<file path="src/rtl/scan_regfile_pkg.sv">
// rtl/scan_regfile_pkg.sv - shared types, default geometry and chain length helper for scan_regfile
package scan_regfile_pkg;

    localparam int DEF_WIDTH = 16;
    localparam int DEF_DEPTH = 8;

    typedef enum logic {
        FUNC = 1'b0,
        SCAN = 1'b1
    } scan_mode_e;

    function automatic int chain_len(input int width, input int depth);
        return width * depth;
    endfunction

endpackage

</file>
<file path="src/rtl/scan_regfile_word.sv">
// rtl/scan_regfile_word.sv - one scannable register word; serial data enters bit 0 and leaves from bit WIDTH-1
module scan_reg_word
    import scan_regfile_pkg::*;
#(
    parameter int WIDTH = DEF_WIDTH
) (
    input  logic             Clock,
    input  logic             nReset,
    input  logic             Load,
    input  logic [WIDTH-1:0] LoadData,
    input  logic             Shift,
    input  logic             Sin,
    output logic [WIDTH-1:0] Dout,
    output logic             Sout
);

    logic [WIDTH-1:0] word_q;
    logic [WIDTH-1:0] word_d;

    // Shift wins over Load so scan mode can never be disturbed by a functional write.
    always_comb begin
        word_d = word_q;
        if (Shift) begin
            word_d = {word_q[WIDTH-2:0], Sin};
        end else if (Load) begin
            word_d = LoadData;
        end
    end

    always_ff @(posedge Clock or negedge nReset) begin
        if (!nReset) begin
            word_q <= '0;
        end else begin
            word_q <= word_d;
        end
    end

    assign Dout = word_q;
    assign Sout = word_q[WIDTH-1];

endmodule

</file>
<file path="src/rtl/scan_regfile.sv">
// rtl/scan_regfile.sv - DEPTH x WIDTH register bank with one scan chain; SCAN_REGFILE_BYPASS_EN enables write-through reads
module scan_regfile
    import scan_regfile_pkg::*;
#(
    parameter  int WIDTH     = DEF_WIDTH,
    parameter  int DEPTH     = DEF_DEPTH,
    localparam int ADDR_W    = $clog2(DEPTH),
    localparam int CHAIN_LEN = chain_len(WIDTH, DEPTH),
    localparam int CNT_W     = $clog2(CHAIN_LEN)
) (
    input  logic              Clock,
    input  logic              nReset,
    input  logic              RegWe,
    input  logic [ADDR_W-1:0] Rw,
    input  logic [WIDTH-1:0]  Wd,
    input  logic [ADDR_W-1:0] Rs1,
    input  logic [ADDR_W-1:0] Rs2,
    output logic [WIDTH-1:0]  Rd1,
    output logic [WIDTH-1:0]  Rd2,
    input  logic              Test,
    input  logic              SDI,
    output logic              SDO,
    output logic [CNT_W-1:0]  ScanCount,
    output logic              ScanDone
);

    scan_mode_e       mode;
    logic             wr_en;
    logic [DEPTH-1:0] load_vec;
    logic [DEPTH:0]   chain;
    logic [WIDTH-1:0] word_dout [DEPTH];

    assign mode     = Test ? SCAN : FUNC;
    assign wr_en    = RegWe && (mode == FUNC);
    assign chain[0] = SDI;
    assign SDO      = chain[DEPTH];

    // Out-of-range write addresses match no word, so they fall through harmlessly.
    for (genvar i = 0; i < DEPTH; i++) begin : g_word
        assign load_vec[i] = wr_en && (Rw == ADDR_W'(i));

        scan_reg_word #(.WIDTH(WIDTH)) u_word (
            .Clock    (Clock),
            .nReset   (nReset),
            .Load     (load_vec[i]),
            .LoadData (Wd),
            .Shift    (mode == SCAN),
            .Sin      (chain[i]),
            .Dout     (word_dout[i]),
            .Sout     (chain[i+1])
        );
    end

    always_comb begin
        Rd1 = '0;
        Rd2 = '0;
        for (int i = 0; i < DEPTH; i++) begin
            if (Rs1 == ADDR_W'(i)) Rd1 = word_dout[i];
            if (Rs2 == ADDR_W'(i)) Rd2 = word_dout[i];
        end
`ifdef SCAN_REGFILE_BYPASS_EN
        if ((|load_vec) && (Rs1 == Rw)) Rd1 = Wd;
        if ((|load_vec) && (Rs2 == Rw)) Rd2 = Wd;
`endif
    end

    logic [CNT_W-1:0] cnt_q;
    logic [CNT_W-1:0] cnt_d;
    logic             done_q;
    logic             done_d;

    always_comb begin
        cnt_d  = '0;
        done_d = 1'b0;
        if (mode == SCAN) begin
            if (cnt_q == CNT_W'(CHAIN_LEN - 1)) begin
                done_d = 1'b1;
            end else begin
                cnt_d = cnt_q + CNT_W'(1);
            end
        end
    end

    always_ff @(posedge Clock or negedge nReset) begin
        if (!nReset) begin
            cnt_q  <= '0;
            done_q <= 1'b0;
        end else begin
            cnt_q  <= cnt_d;
            done_q <= done_d;
        end
    end

    assign ScanCount = cnt_q;
    assign ScanDone  = done_q;

endmodule

</file>
<file path="config.mk">
export PLATFORM = sky130hd
export DESIGN_NAME = scan_regfile
export DESIGN_NICKNAME = d
export VERILOG_FILES = /design/src/rtl/scan_regfile_pkg.sv /design/src/rtl/scan_regfile_word.sv /design/src/rtl/scan_regfile.sv
export SDC_FILE = /design/constraint.sdc
export NUM_CORES = 1
export LEC_CHECK = 0
export BUFFER_PORTS_ARGS = -buffer_cell sky130_fd_sc_hd__buf_2
export CAP_MARGIN = 20
export CORE_MARGIN = 2
export CORE_UTILIZATION = 49
export CTS_BUF_LIST = sky130_fd_sc_hd__clkbuf_16
export DETAILED_ROUTE_END_ITERATION = 12
export MAX_ROUTING_LAYER = met4
export PLACE_DENSITY_LB_ADDON = 0.3
export SLEW_MARGIN = 20
export SYNTH_ARGS = -nofsm -noshare
export SYNTH_HDL_FRONTEND = slang
export SYNTH_SLANG_ARGS = --single-unit
</file>
<file path="constraint.sdc">
create_clock -name Clock -period 1.59 [get_ports Clock]
set_clock_uncertainty 0.1 [all_clocks]
set_input_delay 0.2385 -clock Clock [delete_from_list [all_inputs] [get_ports Clock]]
set_output_delay 0.2385 -clock Clock [all_outputs]
set_load 0.02 [all_outputs]
</file>
==> results.sh <==
export IMPL_clock_sinks=136
export IMPL_layout_commonest_cell="buf_4"
export IMPL_yosys_warnings=0
export IMPL_endpoint_kind="output pin"
export IMPL_cellLeakagePower_nw=5.768
export IMPL_core_rowCount=50
export IMPL_setup_slack_ns=-0.5795
export IMPL_core_area_sq_um=18580
export IMPL_dieHeight_um=141.2
export IMPL_post_route_util_pct=63.85
export IMPL_pwr_share_clk_pct=29.7
export IMPL_cp_top_family="multiplexers"
export IMPL_hp_class="input pin to flip-flop"
export IMPL_rsz0062_at_grt="yes"
export IMPL_clk_path_buf_depth=2
export IMPL_avgRoutedWirePerCell_um=25.57
export IMPL_total_power_mw=13.05
export IMPL_grt_first_pass_wirelength_um=51840
export IMPL_p_seq_share_pct=37.0
export IMPL_portBuffers=70
export IMPL_synth_nets=947
export IMPL_synth_edf_count=0
export IMPL_finalWeightedCongestion=0.9886
export IMPL_cp_required_ns=1.25
export IMPL_pin_count=71
export IMPL_p_switching_mw=4.323
export IMPL_setup_viol_count_final=32
export IMPL_syn_area_per_cell_sq_um=10.07
export IMPL_start_util_pct=49.65
export IMPL_ys_types=52
export IMPL_drcViolationCount=0
export IMPL_antennaDiodeCount=0
export IMPL_yosysSeqAreaShare_pct=36.89
export IMPL_grt_util_all_layers_pct=35.36
export IMPL_grt_pass1_vias=8710
export IMPL_place_ws_ns=-0.4917
export IMPL_nNetsFinal=1119
export IMPL_clock_fmax_mhz=460.9
export IMPL_async_reset_ff_share_pct=100.0
export IMPL_grt_overflow_total=0
export IMPL_die_x_um=141.2
export IMPL_final_max_slew_viol_count=0
export IMPL_status="finished, violations left"
export IMPL_hold_viol=0
export IMPL_worst_setup_path_type="flip-flop to output pin"
export IMPL_final_cell_mix="buf_4, dfrtp_1, a221o_1"
export IMPL_drive_above_1_share_pct=33.36
export IMPL_crit_arrival_ns=1.83
export IMPL_critPathMaxFanout=2
export IMPL_syn_instance_count=916
export IMPL_dp_hpwl_um=23180
export IMPL_swShare_pct=33.13
export IMPL_path_clk_slew_ns=0.06
export IMPL_vias_per_cell=6.810
export IMPL_vias=9085
export IMPL_cts_tree="done"
export IMPL_drt_initial_drc_count=1112
export IMPL_drt_wl_total_um=34110
export IMPL_slew_headroom_pct=63.46
export IMPL_critPathLaunchType="flip-flop"
export IMPL_area_growth_pct=28.60
export IMPL_yosys_register_bits=136
export IMPL_cpMaxStageDelayCell="mux4_2"
export IMPL_max_cap_viol_count=0
export IMPL_grt_max_degree=85
export IMPL_root_buffer="clkbuf_16"
export IMPL_clk_insertion_delay_late_ns=0.43
export IMPL_synthesis_area_sq_um=9225
export IMPL_crit_chain="a21oi_2 > mux4_2 > a221oi_4 > buf_6"
export IMPL_cts_made_buffers=17
export IMPL_finalCritPeriodShare_pct=136.4
export IMPL_combPwrFrac_pct=33.3
export IMPL_die_area_sq_um=19940
export IMPL_peakVddDrop_mv=0.7664
export IMPL_whs_ns=0.06989
export IMPL_drt_pass1_iter_count=6
export IMPL_finalCriticalPeriod_ns=2.170
export IMPL_ctsHtreeMaxLevel=4
export IMPL_crit_buf_inv=1
export IMPL_tightest_slew_ns=0.5456
export IMPL_antenna_found_initial=0
export IMPL_violations="setup timing"
export IMPL_internal_power_mw=8.727
export IMPL_slowest_delay_ns=0.48
export IMPL_ys_flop_type="dfrtp_1"
export IMPL_pwr_density_cell_nw_per_um2=1100
export IMPL_postRouteAntennaNets=0
==> layout make-up <==
| cell class | count | area, sq um |
|---|---|---|
| Clock buffer | 17 | 425.4 |
| Clock inverter | 14 | 135.1 |
| Fill cell | 1487 | 6716 |
| Inverter | 4 | 15.01 |
| Multi-Input combinational cell | 675 | 5480 |
| Sequential cell | 136 | 3411 |
| Tap cell | 234 | 292.8 |
| Timing Repair Buffer | 254 | 2105 |
==> sequential cells by signal (all words and copies together), names as in the netlist <==
register            cells
ScanCount               7
ScanDone                1
g_word.u_word.Dout    128
==> power by group through the flow <==
| stage | combinational [mW] | clock, mW | sequential, mW |
|---|---|---|---|
| 3_3_place_gp | 3.63 | 0 | 4.86 |
| 6_report | 4.34 | 3.88 | 4.83 |
| 5_1_grt | 4.59 | 4.01 | 4.88 |
| 3_5_place_dp | 3.69 | 0 | 4.84 |
| 4_1_cts | 4.16 | 3.88 | 4.78 |
| 2_1_floorplan | 2.25 | 0 | 4.57 |
==> metrics by stage <==
| stage | setup TNS, ns | std cells | cell area [sq um] |
|---|---|---|---|
| 6_report | -11.99 | 1334 | 11860 |
| 5_1_grt | -13.09 | 1334 | 11860 |
| 4_1_cts | -11.64 | 1326 | 11730 |
| 3_5_place_dp | -19.39 | 1262 | 10680 |
| 3_3_place_gp | -19.77 | 1262 | 10680 |
| 2_1_floorplan | -0.1014 | 916 | 9315 |
==> cells in the mapped netlist (all sizes together) (3+ instances only) <==
library cell | count | share of area (%)
a21oi | 5 | 0.27
a221o | 117 | 13
a22o | 12 | 1.1
a22oi | 6 | 0.49
a2bb2oi | 31 | 2.9
a31oi | 21 | 1.4
a32oi | 13 | 1.2
and2 | 4 | 0.27
and3 | 108 | 7.3
and3b | 23 | 2.2
buf | 47 | 3.6
clkbuf | 54 | 2.2
dfrtp | 136 | 37
inv | 3 | 0.12
mux2 | 17 | 2.1
mux2i | 39 | 4.2
mux4 | 12 | 2.9
nand2 | 33 | 1.9
nand2b | 5 | 0.34
nand3 | 4 | 0.22
nand4 | 9 | 0.61
nor2 | 9 | 0.39
nor2b | 121 | 8.2
o211ai | 11 | 0.90
o21ai | 45 | 2.4
o22a | 3 | 0.28
o2bb2ai | 10 | 0.95
==> per-layer routing <==
metal | up-vias | share of wire [%] | GRT usage [%]
met2 | 597 | 45 | 51.56
met4 | 0 | 3.9 | 14.79
met3 | 113 | 11 | 8.526
met5 | - | 0 | -
met1 | 4434 | 41 | 47.34
li1 | 3941 | - | -
==> cell families (layout without fill, tap and decap cells) <==
kind of cell	count (synthesis)	in the layout	share of synthesized area, %
fa+ha+maj	1	1	0.1356
flops	136	136	36.89
buf+inv	105	289	5.927
xor+xnor	3	3	0.2849
simple gates	325	325	22.32
compound gates	278	278	25.20
mux	68	68	9.236
==> worst paths after layout <==
check	slack, ns	cells past startpoint	end	startpoint
worst max register to register	0.13	4	ScanCount[3]$_DFF_PN0_	ScanCount[0]$_DFF_PN0_
worst min-delay path	0.07	3	ScanCount[1]$_DFF_PN0_	Test
worst min register to register	0.39	1	ScanCount[0]$_DFF_PN0_	ScanCount[0]$_DFF_PN0_
max in group asynchronous	0.66	3	g_word[5].u_word.Dout[10]$_DFFE_PN0P_	nReset
min in group asynchronous	0.16	2	g_word[0].u_word.Dout[1]$_DFFE_PN0P_	nReset
worst max-delay path	-0.58	4	Rd1[14]	g_word[0].u_word.Dout[14]$_DFFE_PN0P_
==> what timing repair did <==
item                                   4_1_cts  5_1_grt
hold buffers                                 2        0
pin swaps                                   42       17
endpoints found under the hold margin      137        0
setup buffers                               31        8
resized for setup                           74       24
setup endpoints to repair                   32       32
==> worst reg2reg max path: stages, from the launching register on <==
cell,delay (ns)
dfrtp_1,0.39
ha_1,0.22
nand2_1,0.11
o31ai_1,0.43
nor2_1,0.09
Power figures use the tool's default switching activity.
